===== src/rtl/imm_ext_arbiter.sv =====
// Two-requester round-robin arbiter in front of a shared N-to-M immediate extender,
// with a single-entry valid/ready output register. Define IMM_EXT_ZEXT_EN to honour i_zextk.
module imm_ext_arbiter #(
   parameter int N = 16,
   parameter int M = 32
) (
   input  logic         i_clk,
   input  logic         i_rst,
   input  logic         i_req0,
   input  logic [N-1:0] i_data0,
   input  logic         i_zext0,
   output logic         o_gnt0,
   input  logic         i_req1,
   input  logic [N-1:0] i_data1,
   input  logic         i_zext1,
   output logic         o_gnt1,
   output logic         o_valid,
   output logic [M-1:0] o_data,
   output logic         o_src,
   input  logic         i_ready
);

   generate
      if (M <= N) begin : g_bad_width
         $error("imm_ext_arbiter: M must be greater than N");
      end
   endgenerate

   logic         valid_q, valid_d;
   logic [M-1:0] data_q, data_d;
   logic         src_q, src_d;
   logic         prio_q, prio_d;

   logic         free;
   logic         gnt0, gnt1;
   logic [N-1:0] sel_data;
   logic         sel_zext;
   logic         fill_bit;
   logic [M-1:0] ext_data;

   // A slot is free when empty or when the consumer drains it this very cycle.
   assign free = !valid_q || i_ready;

   always_comb begin
      gnt0 = 1'b0;
      gnt1 = 1'b0;
      if (!i_rst && free) begin
         if (i_req0 && i_req1) begin
            gnt0 = !prio_q;
            gnt1 = prio_q;
         end else begin
            gnt0 = i_req0;
            gnt1 = i_req1;
         end
      end
   end

   assign o_gnt0 = gnt0;
   assign o_gnt1 = gnt1;

   assign sel_data = gnt1 ? i_data1 : i_data0;
   assign sel_zext = gnt1 ? i_zext1 : i_zext0;

`ifdef IMM_EXT_ZEXT_EN
   assign fill_bit = sel_zext ? 1'b0 : sel_data[N-1];
`else
   logic zext_unused;
   assign zext_unused = sel_zext;
   assign fill_bit    = sel_data[N-1];
`endif

   genvar gi;
   generate
      for (gi = 0; gi < M; gi = gi + 1) begin : g_ext
         if (gi < N) begin : g_low
            assign ext_data[gi] = sel_data[gi];
         end else begin : g_high
            assign ext_data[gi] = fill_bit;
         end
      end
   endgenerate

   always_comb begin
      valid_d = valid_q;
      data_d  = data_q;
      src_d   = src_q;
      prio_d  = prio_q;
      if (gnt0 || gnt1) begin
         valid_d = 1'b1;
         data_d  = ext_data;
         src_d   = gnt1;
         prio_d  = !gnt1;
      end else if (i_ready) begin
         valid_d = 1'b0;
      end
   end

   always_ff @(posedge i_clk) begin
      if (i_rst) begin
         valid_q <= 1'b0;
         data_q  <= '0;
         src_q   <= 1'b0;
         prio_q  <= 1'b0;
      end else begin
         valid_q <= valid_d;
         data_q  <= data_d;
         src_q   <= src_d;
         prio_q  <= prio_d;
      end
   end

   assign o_valid = valid_q;
   assign o_data  = data_q;
   assign o_src   = src_q;

endmodule


===== config.mk =====
export PLATFORM = sky130hd
export DESIGN_NAME = imm_ext_arbiter
export DESIGN_NICKNAME = d
export VERILOG_FILES = /design/src/rtl/imm_ext_arbiter.sv
export SDC_FILE = /design/constraint.sdc
export NUM_CORES = 1
export LEC_CHECK = 0
export ABC_AREA = 1
export CORE_UTILIZATION = 35
export CTS_CLUSTER_SIZE = 12
export DETAILED_ROUTE_END_ITERATION = 10
export GPL_TIMING_DRIVEN = 0
export PLACE_DENSITY = 0.78
export SLEW_MARGIN = 20
export SYNTH_ARGS = -nofsm -noshare
export SYNTH_HDL_FRONTEND = slang
export SYNTH_SLANG_ARGS = --single-unit

===== constraint.sdc =====
create_clock -name i_clk -period 2.4 [get_ports i_clk]
set_input_delay 0.24 -clock i_clk [delete_from_list [all_inputs] [get_ports i_clk]]
set_output_delay 0.24 -clock i_clk [all_outputs]
set_load 0.005 [all_outputs]

**Yosys cells after proc, flatten, opt, wreduce, memory -nomap -nowiden**

Cells that the tools add are included.
Widths: inputs -> output; s select.

- Register bits: 19
- Output and inout port bits: 36
- Logic and storage cells: 20

- Muxes and demuxes: 7
- Reduce and logical (&&, ||, !) cells: 9

Operators with widths:

| cell | count |
|---|---|
| $mux 16 | 1 |
| $mux 1 | 6 |
| $logic_not 1->1 | 4 |
| $logic_and 1x1->1 | 2 |
| $logic_or 1x1->1 | 2 |
| $reduce_bool 2->1 | 1 |

**Logic depth before layout (Yosys ltp)**

- Depth after elaboration: 6
- Mapped depth: 8
- Mapped depth without buffers: 7

**Least setup slack after synthesis**

OpenSTA, ideal clock, no wires.

- Path type: reg2reg
- Start point: reg valid_q (netlist: o_valid)
- End point: reg data_q[0] (netlist: o_data[0])
- Setup time: 0.109 ns
- Data arrival time: 1.062 ns
- Required time: 2.291 ns
- Slack: 1.229 ns
- Cell stages (with the launch flop): 7
- Path buffers: 1
- Path through: dfxtp_1 > nand2_1 > o211ai_2 > buf_2 > a21oi_1 > nand2_1 > inv_1

- Cells in the longest elaborated chain, start to end: 5

Ends and longest elaborated chain:

| element | RTL line | RTL |
|---|---|---|
| start, declared | 29 | `logic valid_q, valid_d;` |
| start signal, assigned | 105 | `valid_q <= valid_d;` |
| $logic_not 1->1 (*) | 42 | `assign free = !valid_q \|\| i_ready;` |
| $logic_or 1x1->1 (*) | 42 |  |
| $logic_and 1x1->1 (*) | 47 | `if (!i_rst && free) begin` |
| $mux 1 | 47 |  |
| $mux 16 / $logic_or 1x1->1 (equally long branches) | 61, 88 |  |
| end signal, assigned | 106 | `data_q <= data_d;` |
| end, declared | 30 | `logic [M-1:0] data_q, data_d;` |

Mark *: on every way between the ends. The rest lies on a longest branch, timed or not.
A chain may end at the register's enable or synchronous reset.

**Worst setup path after layout**

- Start point: in i_req1
- End point: out o_gnt1

- Cells in the longest elaborated chain, start to end: 3

Ends and longest elaborated chain:

| element | RTL line | RTL |
|---|---|---|
| start, declared | 13 | `input logic i_req1,` |
| $logic_and 1x1->1 | 48 | `if (i_req0 && i_req1) begin` |
| $mux 1 (*) | 48 |  |
| $mux 1 (*) | 47 |  |
| end, declared | 16 | `output logic o_gnt1,` |

Marks and branches as above.

==> results.yml <==
grt:
  grt_max_degree: 19
  grt_pass1_vias: 1051
  antenna_found_initial: 0
  track_usage: 0.1689
  grt.overflow.total: 0
  grt_pass1_wl_mm: 4.616
synthesis:
  yosys.cell_types.count: 14
  synth_cells: 173
  avgSynthCellArea_um2: 6.668
  ys_ff_latch: 19
  synth_seq_area_share: 0.3297
  synth_area_um2: 1154
  ys_warn_count: 0
  syn-num-nets: 212
routing:
  num_vias: 1241
  drc: 0
  via_per_inst: 4.235
  drt-initial-drc-count: 52
  wl_per_cell_um: 9.563
  dr.pass1.iters: 4
  wirelength_mm: 2.802
  ant_nets: 0
worst_setup_path:
  endpoint: "o_gnt1"
  rrSetupSlack_ps: 1040
  cp-end-kind: "output pin"
  cp.required_ps: 2160
  worstPathMaxFanout: 10
  worst_r2r_path_depth: 6
  worstPathArrival_ps: 1970
  reg2reg_to: "o_data[12]$_SDFFE_PP0P_"
  crit_path_start: "i_req1"
  cp-start-kind: "input port"
  criticalPathCategory: "in2out"
  rr_startpoint: "o_valid$_SDFFE_PP0P_"
power_and_ir_drop:
  power.leakage_uw: 0.0009347
  power_frac_seq: 0.431
  intPower_uw: 609.0
  pwr-share-clk: 0.191
  ir_drop_mv: 0.2298
  power.density_nw_per_um2: 428.4
  combPwrFrac: 0.378
  p_sw_frac: 0.2731
  power.total_uw: 837.8
  power.switching_uw: 228.8
cells_and_area:
  syn_to_final_growth_pct: 69.52
  drive_above_1_share: 0.1245
  final_common_cell: "clkdlybuf4s50_1"
  layout.nets: 289
  final_cell_mix: "clkdlybuf4s50_1 (72), inv_1 (36), nand2_1 (35)"
  fillers: 296
  num_antenna_cells: 0
placed_design:
  gp_congestion: 0.7222
  place.port_buffers: 72
  place_hpwl_mm: 2.068
cts:
  clockRootBuffer: "clkbuf_4"
  cts_resized: 0
  clk_pin_slew_ps: 100
  numCtsBuffers: 3
  clk_path_buf_depth: 2
  htreeDepth: 1
  insertion_delay_ps: 290
  clock_sinks: 19
  cts_setup_buffers: 0
  cts_hold_buf: 0
  cts_tree: "built"
timing:
  grt_setup_unrepaired: "no"
  tightest_slew_ps: 512.3
  finalSetupViolCount: 0
  hold_viol_final: 0
  max-slew-margin-rel: 0.6580
  slew_violations: 0
  skew_ps: 1.050
  period_needed_ps: 2212
  setup-tns-final_ps: 0
  fmax_mhz: 452.0
  fin_crit_sh: 0.9218
floorplanning:
  rows: 20
  core_area_um2: 3078
  die_y_um: 59.41
  chipWidth_um: 59.41
  num_io_pins: 75
  start_util: 0.3748
  dieArea_um2: 3530
run:
  drv_cap: 0
min_path:
  whs_path_depth: 2
  min_path_type: "reg2reg"
outcome:
  status: "complete, no violations"
[cells by family (layout without fill, tap and decap cells)]
kind of cell,count (synthesis),after routing,synth area share
AND/OR/NAND/NOR,71,71,0.2766
buffers and inverters,60,136,0.2679
AO/OA/AOI/OAI,23,23,0.1258
flip-flops,19,19,0.3297
[power groups by stage]
stage	logic [uW]	clock network, uW	registers [uW]
2_1_floorplan	138	0	369
3_3_place_gp	316	0	368
3_5_place_dp	317	0	369
4_1_cts	319	171	362
5_1_grt	350	184	366
6_report	316	160	361
[cells in the mapped netlist, drive strengths merged]
cell type	instances	area, um2
a21oi	22	132.6
buf	22	166.4
clkbuf	1	3.750
dfxtp	19	380.4
inv	37	138.9
nand2	37	148.9
nand3	34	170.2
o211ai	1	12.51
[worst min path at each step]
stage	startpoint	end	slack, ps
2_1_floorplan	i_data0[0]	o_data[0]$_SDFFE_PP0P_	430
3_5_place_dp	o_src$_SDFFE_PP0P_	o_src$_SDFFE_PP0P_	460
3_3_place_gp	o_src$_SDFFE_PP0P_	o_src$_SDFFE_PP0P_	460
4_1_cts	o_src$_SDFFE_PP0P_	o_src$_SDFFE_PP0P_	480
5_1_grt	o_src$_SDFFE_PP0P_	o_src$_SDFFE_PP0P_	510
6_report	o_src$_SDFFE_PP0P_	o_src$_SDFFE_PP0P_	470
[metal layers]
metal / part of all wire / wire, um / global-route usage / vias to the layer above
met1: 0.46 / 1290 / 0.2074 / 518
met4: 0.0046 / 13 / 0.03061 / 0
met3: 0.095 / 266 / 0.05895 / 2
met5: 0 / 0 / 0 / -
li1: - / - / - / 669
met2: 0.44 / 1232 / 0.2857 / 52
[critical path: stages]
cell and delay, ps:
clkdlybuf4s50_1 560, inv_2 60, a21oi_4 260, nand2_4 150, buf_6 170, inv_1 50
clkdlybuf4s50_1 480
[flip-flops by register name, summed over array words and instances (netlist names)]
| name | count |
|---|---|
| o_data | 16 |
| o_src | 1 |
| o_valid | 1 |
| prio_q | 1 |
[stage by stage]
stage	instances	utilization	instance area, um2	setup slack [ps]	hold WS [ps]
CTS	293	0.6354	1956	166.4	477.5
floorplan	173	-	1154	1229	430.9
detailed placement	289	0.6268	1929	173.4	461.0
finish	293	0.6354	1956	187.6	471.9
global placement	289	0.6268	1929	184.7	458.2
global route	293	0.6354	1956	62.56	505.6
[final cells by class]
class	count	area (um2)	share of cell area
flip-flops and latches	19	380.4	0.1945
clock buffers	4	26.28	0.01344
well taps	44	55.05	0.02815
plain buffers	23	170.2	0.08701
repair buffers	72	720.7	0.3685
multi-input cells	94	464.2	0.2374
inverters	37	138.9	0.07102
Power figures use the tool's default switching activity.
